--- src/rtl/lsu_ecc_scrub_ctl.sv ---
// DCCM single-bit ECC scrub controller: queues corrected bank data from dc3
// SEC events and rewrites it to the DCCM, sharing the write port with
// store-buffer drain. Also keeps saturating SEC/DED event counters.
module lsu_ecc_scrub_ctl #(
    parameter int unsigned DCCM_BITS = 16,
    parameter int unsigned DEPTH     = 2,
    parameter int unsigned CNT_W     = 16
) (
    input  logic                 clk,
    input  logic                 rst,
    input  logic                 scrub_en,
    input  logic                 ecc_chk_valid_dc3,
    input  logic                 single_ecc_error_hi_dc3,
    input  logic                 single_ecc_error_lo_dc3,
    input  logic                 lsu_double_ecc_error_dc3,
    input  logic [DCCM_BITS-1:0] lsu_addr_dc3,
    input  logic [DCCM_BITS-1:0] end_addr_dc3,
    input  logic [63:0]          store_ecc_datafn_hi_dc3,
    input  logic [63:0]          store_ecc_datafn_lo_dc3,
    input  logic                 stbuf_wr_req,
    input  logic [DCCM_BITS-1:0] stbuf_wr_addr,
    input  logic [63:0]          stbuf_wr_data,
    output logic                 stbuf_wr_gnt,
    output logic                 dccm_wren,
    output logic [DCCM_BITS-1:0] dccm_wr_addr,
    output logic [63:0]          dccm_wr_data,
    output logic                 scrub_full,
    output logic                 scrub_busy,
    output logic                 scrub_drop,
    output logic [CNT_W-1:0]     ecc_sec_count,
    output logic [CNT_W-1:0]     ecc_ded_count
);

    localparam int unsigned AW = (DEPTH > 1) ? $clog2(DEPTH) : 1;
    localparam int unsigned CW = AW + 1;

    typedef struct packed {
        logic                 v_lo;
        logic [DCCM_BITS-1:0] addr_lo;
        logic [63:0]          data_lo;
        logic                 v_hi;
        logic [DCCM_BITS-1:0] addr_hi;
        logic [63:0]          data_hi;
    } entry_t;

    typedef enum logic [1:0] {
        IDLE  = 2'd0,
        WR_LO = 2'd1,
        WR_HI = 2'd2
    } state_t;

    state_t          state, next_state;
    entry_t          mem [DEPTH];
    entry_t          cap_entry, head, tail;
    logic [AW-1:0]   rd_ptr, wr_ptr;
    logic [CW-1:0]   count;
    logic            fifo_empty, fifo_full;
    logic            sec_ev, ded_ev, cap, dup, push, pop;
    logic            unused_addr_lsbs;

    assign unused_addr_lsbs = ^{lsu_addr_dc3[2:0], end_addr_dc3[2:0]};

    // Capture qualification, entry formation and tail dedup
    assign sec_ev     = ecc_chk_valid_dc3 & scrub_en & ~lsu_double_ecc_error_dc3
                        & (single_ecc_error_hi_dc3 | single_ecc_error_lo_dc3);
    assign ded_ev     = ecc_chk_valid_dc3 & scrub_en & lsu_double_ecc_error_dc3;
    assign cap        = sec_ev;
    assign fifo_empty = (count == '0);
    assign fifo_full  = (count == CW'(DEPTH));
    assign head       = mem[rd_ptr];
    assign tail       = mem[wr_ptr - AW'(1)];

    always_comb begin
        cap_entry         = '0;
        cap_entry.v_lo    = single_ecc_error_lo_dc3;
        cap_entry.addr_lo = {lsu_addr_dc3[DCCM_BITS-1:3], 3'b000};
        cap_entry.data_lo = store_ecc_datafn_lo_dc3;
        cap_entry.v_hi    = single_ecc_error_hi_dc3;
        cap_entry.addr_hi = {end_addr_dc3[DCCM_BITS-1:3], 3'b000};
        cap_entry.data_hi = store_ecc_datafn_hi_dc3;
    end

    assign dup = ~fifo_empty
                 & (cap_entry.v_lo == tail.v_lo) & (cap_entry.addr_lo == tail.addr_lo)
                 & (cap_entry.v_hi == tail.v_hi) & (cap_entry.addr_hi == tail.addr_hi);

    // A full FIFO still accepts when the head retires in the same cycle
    assign push       = cap & ~dup & (~fifo_full | pop);
    assign scrub_drop = cap & ~dup & fifo_full & ~pop;
    assign scrub_full = fifo_full;
    assign scrub_busy = ~fifo_empty | (state != IDLE);

    // FSM state register
    always_ff @(posedge clk) begin
        if (rst) state <= IDLE;
        else     state <= next_state;
    end

    // Scrub sequencing and write-port arbitration; scrub always wins
    always_comb begin
        next_state   = state;
        pop          = 1'b0;
        stbuf_wr_gnt = 1'b0;
        dccm_wren    = 1'b0;
        dccm_wr_addr = '0;
        dccm_wr_data = '0;
        case (state)
            IDLE: begin
                if (!fifo_empty) begin
                    next_state = head.v_lo ? WR_LO : WR_HI;
                end else if (stbuf_wr_req) begin
                    stbuf_wr_gnt = 1'b1;
                    dccm_wren    = 1'b1;
                    dccm_wr_addr = stbuf_wr_addr;
                    dccm_wr_data = stbuf_wr_data;
                end
            end
            WR_LO: begin
                dccm_wren    = 1'b1;
                dccm_wr_addr = head.addr_lo;
                dccm_wr_data = head.data_lo;
                if (head.v_hi) begin
                    next_state = WR_HI;
                end else begin
                    pop        = 1'b1;
                    next_state = IDLE;
                end
            end
            WR_HI: begin
                dccm_wren    = 1'b1;
                dccm_wr_addr = head.addr_hi;
                dccm_wr_data = head.data_hi;
                pop          = 1'b1;
                next_state   = IDLE;
            end
            default: next_state = IDLE;
        endcase
    end

    // FIFO pointers and occupancy
    always_ff @(posedge clk) begin
        if (rst) begin
            rd_ptr <= '0;
            wr_ptr <= '0;
            count  <= '0;
        end else begin
            if (push) wr_ptr <= wr_ptr + AW'(1);
            if (pop)  rd_ptr <= rd_ptr + AW'(1);
            case ({push, pop})
                2'b10:   count <= count + CW'(1);
                2'b01:   count <= count - CW'(1);
                default: count <= count;
            endcase
        end
    end

    // FIFO payload storage; validity is tracked by the pointers alone
    always_ff @(posedge clk) begin
        if (push) mem[wr_ptr] <= cap_entry;
    end

    // Saturating SEC/DED event counters
    always_ff @(posedge clk) begin
        if (rst) begin
            ecc_sec_count <= '0;
            ecc_ded_count <= '0;
        end else begin
            if (sec_ev && (ecc_sec_count != '1)) ecc_sec_count <= ecc_sec_count + CNT_W'(1);
            if (ded_ev && (ecc_ded_count != '1)) ecc_ded_count <= ecc_ded_count + CNT_W'(1);
        end
    end

endmodule

--- config.mk ---
export PLATFORM = sky130hd
export DESIGN_NAME = lsu_ecc_scrub_ctl
export DESIGN_NICKNAME = d
export VERILOG_FILES = /design/src/rtl/lsu_ecc_scrub_ctl.sv
export SDC_FILE = /design/constraint.sdc
export NUM_CORES = 1
export LEC_CHECK = 0
export CORE_AREA = 2 2 210 212
export CTS_CLUSTER_SIZE = 20
export DETAILED_ROUTE_END_ITERATION = 10
export DIE_AREA = 0 0 212 214
export GPL_ROUTABILITY_DRIVEN = 0
export SLEW_MARGIN = 10
export SYNTH_ARGS = -nofsm -noshare
export SYNTH_HDL_FRONTEND = slang
export SYNTH_SLANG_ARGS = --single-unit
--- constraint.sdc ---
create_clock -name clk -period 21.2 [get_ports clk]
set_clock_uncertainty 0.15 [all_clocks]
set_input_delay 2.12 -clock clk [delete_from_list [all_inputs] [get_ports clk]]
set_output_delay 2.12 -clock clk [all_outputs]
set_load 0.01 [all_outputs]
==> Yosys cells after proc, flatten, opt, wreduce, memory -nomap -nowiden <==
Memory sizes are Yosys's and may differ from the RTL's. A register that Yosys moved wholly into a read port is not among the register bits.
Cells that the tools add are included.
{ "classes": {"n_addsub": 7, "eq_ne": 12, "n_mux": 21, "bitwise": 20, "n_reduce_logical": 7} }
{ "ops": {"columns": ["operator", "n"], "rows": [
  ["$pmux W64 S3", 1],
  ["$mux W64", 2],
  ["$pmux W16 S3", 1],
  ["$add A16 B1 Y16 const B", 2],
  ["$eq A16 B16 Y1", 2],
  ["$mux W16", 2],
  ["$ne A16 B16 Y1 const B", 2],
  ["$and A1 B1 Y1", 12],
  ["$mux W1", 8],
  ["$pmux W2 S2", 2],
  ["$eq A2 B2 Y1 const B", 3],
  ["$mux W2", 3],
  ["$not A1 Y1", 5],
  ["$eq A2 B1 Y1 const B", 2],
  ["$logic_not A2 Y1", 2],
  ["$pmux W1 S2", 2],
  ["$reduce_bool A2 Y1", 2],
  ["$or A1 B1 Y1", 3],
  ["$add A1 B1 Y1 const B", 2],
  ["$add A2 B1 Y2 const B", 1],
  ["$eq A1 B1 Y1", 2],
  ["$logic_and A1 B1 Y1", 2],
  ["$ne A2 B2 Y1 const B", 1],
  ["$reduce_or A2 Y1", 1],
  ["2 further kinds", 2]
]} }
{ "totals": {"ff_bits": 38, "ramBits": 312, "out_inout_bits": 117, "word_cells": 74, "n_memories": 1} }
{ "mem_list": {"columns": ["memory", "depth", "width", "read_ports", "rd_ports_with_merged_regs", "wr", "line_no", "rtl"], "rows": [
  ["mem", 2, 156, 2, 1, 1, "53", "entry_t mem [DEPTH];"]
]} }

==> Longest topological paths before layout <==
An unclocked memory read counts as a cell.
{ "depth": {"ltp_word": 12, "depth_mapped": 9, "depth_no_buf": 8} }

==> Least setup slack after synthesis <==
No wires, ideal clock.
{ "synth_timing": {"kind": "input to register", "startpoint": "input port single_ecc_error_lo_dc3", "endpoint": "memory mem[1][0] (netlist bit), enable pin", "arrival_time_ps": 13935, "t_required_ps": 20155, "path_slack_ps": 6220, "cell_stages": 4, "cell_sequence": "o211ai_1 > nor2_1 > o21ai_4 > nor3b_1"} }
{ "synth_between": {"elab_chain_cells": 10, "elab_cells_between_ends": 12, "cone_classes": "eq/ne (1); mux (2); bitwise (9)"} }
{ "synth_lines": {"columns": ["element", "line_no", "rtl"], "rows": [
  ["start, declared", "14", "input logic single_ecc_error_lo_dc3,"],
  ["$eq A1 B1 Y1", "84", "& (cap_entry.v_lo == tail.v_lo) & (cap_entry.addr_lo == tail.addr_lo)"],
  ["$and A1 B1 Y1 (2 in series)", "84", null],
  ["$and A1 B1 Y1 (2 in series)", "85", "& (cap_entry.v_hi == tail.v_hi) & (cap_entry.addr_hi == tail.addr_hi);"],
  ["$not A1 Y1", "88", "assign push = cap & ~dup & (~fifo_full | pop);"],
  ["$and A1 B1 Y1 (*) (2 in series)", "88", null],
  ["$mux W1 (*)", "159", "if (push) mem[wr_ptr] <= cap_entry;"],
  ["$mux W1 (not written as such) (*)", "159", null],
  ["end, declared", "53", null]
]} }
Every way passes the cells marked *; elsewhere a longest branch is shown, timed or not.

==> Worst setup path in the final report <==
{ "layout_timing": {"startpoint": "input port stbuf_wr_req", "endpoint": "output port dccm_wr_addr[11]"} }
{ "layout_between": {"elab_chain_cells": 3} }
{ "layout_lines": {"columns": ["element", "line_no", "rtl"], "rows": [
  ["start, declared", "20", "input logic stbuf_wr_req,"],
  ["$mux W16", "111", "end else if (stbuf_wr_req) begin"],
  ["$mux W16", "109", "if (!fifo_empty) begin"],
  ["$pmux W16 S3", "107", "case (state)"],
  ["end, declared", "25", "output logic [DCCM_BITS-1:0] dccm_wr_addr,"]
]} }
Every way passes these cells.

==> results.py <==
metrics = {
    "grt": {
        "gr-total-overflow": 0,
        "grtUsageTotal_pct": 17.8,
        "grt_max_degree": 127,
        "grt_pass1_wl_mm": 60.7,
        "antenna_found_initial": 9,
        "first_global_vias": 9959,
    },
    "route": {
        "ant_nets": 0,
        "via_per_inst": 5.03,
        "via_count": 9741,
        "wl_per_cell_um": 21.5,
        "drt-initial-drc-count": 703,
        "first_pass_iters": 6,
        "drt_wl_total_mm": 41.7,
        "drc": 0,
    },
    "place": {
        "hpwl_mm": 25.3,
        "port_buffers": 358,
    },
    "power_and_ir_drop": {
        "p_leak_nw": 6.72,
        "ir_worst_vdd_v": 0.0000562,
        "power_density_nw_per_um2": 99.4,
        "power_mw": 2.03,
    },
    "floorplanning": {
        "die_h_um": 214,
        "fp.dieW_um": 212,
        "coreArea_um2": 42900,
        "die_area_um2": 45400,
        "initial_core_util_pct": 34.8,
        "fp-row-count": 76,
        "ios": 365,
    },
    "worst_hold_path": {
        "min-delay-start": "ecc_sec_count[8]",
        "hp-class": "flip-flop to flip-flop",
        "whs_path_depth": 2,
        "holdPathEnd": "ecc_sec_count[8]",
    },
    "clock_network": {
        "cts_hold_buf": 0,
        "clkSlewWorstSetupHoldPaths_ns": 0.05,
        "cts_resized": 0,
        "post_cts.repair.setup_buffers": 0,
        "cts_root_buf": "clkbuf_16",
        "htree_levels": 2,
        "cts_buffer_depth": 3,
        "cts.sinks": 351,
        "clock_latency_ns": 0.56,
        "cts_buffers": 41,
        "cts_tree": "yes",
    },
    "synth": {
        "synth_area_leader_cell": "edfxtp_1",
        "syn_area_um2": 14900,
        "synthTopCellsByArea": "edfxtp_1 (63%), mux2_2 (12%), dfxtp_1 (5.2%)",
        "synth_flop_cell": "edfxtp_1",
        "yosys-top-cells-count": "edfxtp_1 (312), mux2_2 (154), nor2_1 (119), a222oi_1 (77), clkbuf_1 (50)",
        "synth.most_common_cell": "edfxtp_1",
        "postSynthCellCount": 965,
        "ys_seq_area_share_pct": 68.1,
        "ys_types": 41,
        "synth_nets": 1219,
        "syn_area_per_cell_um2": 15.4,
        "synth-edff-count": 312,
        "yosys_warnings": 0,
        "synth_top_area_share_pct": 62.9,
        "synth_seq_cells": 351,
        "async_flop_share_pct": 0,
    },
    "worst_setup_path": {
        "start_kind": "input pin",
        "end_kind": "output pin",
        "crit_path_max_incr_delay_ns": 0.70,
        "reg2reg_slack_ns": 15.78,
        "critPathMaxFanout": 50,
        "rr_endpoint": "mem[0][97]",
        "critPathRequiredTime_ns": 18.93,
        "crit_arrival_ns": 4.82,
        "crit_start": "stbuf_wr_req",
        "worst_path_max_delay_cell": "buf_4",
        "crit_buf_inv": 3,
        "path_delay_family": "buffers and inverters",
        "crit_type": "input pin to output pin",
        "cp_cell_sequence": "clkdlybuf4s50_1 -> and3_4 -> buf_4 -> a222oi_1 -> nor2_1 -> clkdlybuf4s50_1",
        "cp_common_cell": "clkdlybuf4s50_1",
        "rr_worst_depth": 10,
    },
    "timing": {
        "fmaxAchievable_mhz": 141,
        "slew_headroom_pct": 26.0,
        "slew_violations": 0,
        "setup_violations": 0,
        "worstMarginPinSlew_ns": 1.11,
        "tns_ns": 0,
        "hold_violations": 0,
        "grt_setup_unrepaired": "no",
        "layout_min_cycle_time_ns": 7.09,
        "finalCritPeriodShare_pct": 33.4,
    },
    "finish": {
        "multi_input_area_um2": 4510,
        "layout-drive-gt1-share_pct": 17.2,
        "fillers": 3756,
        "register_area_um2": 10200,
        "area_delta_synth_final_pct": 36.9,
        "fin_util_pct": 47.6,
        "finalNetCount": 1569,
    },
    "job": {
        "drv_cap": 0,
    },
    "status": {
        "status": "complete, no violations",
    },
}
-- through the flow --
step                      area (um^2)  worst slack, ns  cells  hold slack (ns)
after floorplan                 14900             6.22    965            0.322
after global placement          19100            14.08   1857            0.335
after detailed placement        19100            14.07   1857            0.346
after CTS                       20400            14.06   1931            0.356
after global routing            20400            13.98   1933            0.406
final                           20400            14.11   1936            0.358
-- how the worst max path moves through the flow --
| stage | end | depth (start not counted) |
|---|---|---|
| 6_report | dccm_wr_addr[11] | 6 |
| 5_1_grt | dccm_wr_addr[11] | 6 |
| 4_1_cts | dccm_wr_addr[11] | 6 |
| 3_5_place_dp | dccm_wr_addr[11] | 6 |
| 3_3_place_gp | dccm_wr_addr[11] | 6 |
| 2_1_floorplan | mem[1][0] | 4 |
-- layout by cell type (no fill, tap or decap), types with 8 or more instances in the layout --
cell	synthesis	final
a222oi_1	77	77
and3_1	9	8
buf_4	0	10
clkbuf_1	50	13
clkbuf_16	0	42
clkdlybuf4s50_1	0	358
dfxtp_1	39	37
edfxtp_1	312	312
mux2_2	154	154
mux2i_1	33	33
nand2_1	19	19
nand4_1	10	10
nor2_1	119	119
xnor2_1	33	33
xor2_1	22	22
-- per-layer routing --
metal | part of all wire, % | track usage, % | up-vias
li1 | - | - | 4519
met1 | 42 | 22.2 | 4820
met2 | 47 | 29.1 | 323
met3 | 8.3 | 6.23 | 71
met4 | 2.2 | 5.14 | 8
met5 | 0.14 | 0 | -
-- where the power goes --
part / leakage [nW] / internal (mW) / switching [mW]
clock network: 0.633 / 0.411 / 0.270
logic: 2.94 / 0.290 / 0.272
registers: 3.14 / 0.770 / 0.0133
total: 6.72 / 1.47 / 0.556
-- worst min-delay path, stage by stage, from the launching register on --
cell     delay [ns]
dfxtp_1        0.33
o21ai_0        0.07
a21oi_1        0.06
-- cell type report --
class / count / share of cell area, %
clock buffers: 58 / 5.59
clock inverters: 16 / 0.772
well taps: 585 / 3.59
flip-flops and latches: 351 / 49.8
multi-input cells: 547 / 22.1
inverters: 5 / 0.116
repair buffers: 369 / 18.0
diodes: 5 / 0.0613
-- kinds of logic (layout without fill, tap and decap cells) --
logic type,count (synthesis),after routing,share of synthesized area [%]
compound gates,99,99,6.21
simple gates,200,200,6.14
fa+ha+maj,6,6,0.504
buf+inv,67,448,1.97
mux,187,187,13.9
xor+xnor,55,55,3.23
other cells,0,5,0
flops,351,351,68.1
-- state kept, by name, summed over array words and instances (netlist names), named ones only --
signal / cells
state: 2
mem: 312
count: 2
wr_ptr: 1
ecc_ded_count: 16
rd_ptr: 1
ecc_sec_count: 16
Power figures use the tool's default switching activity.
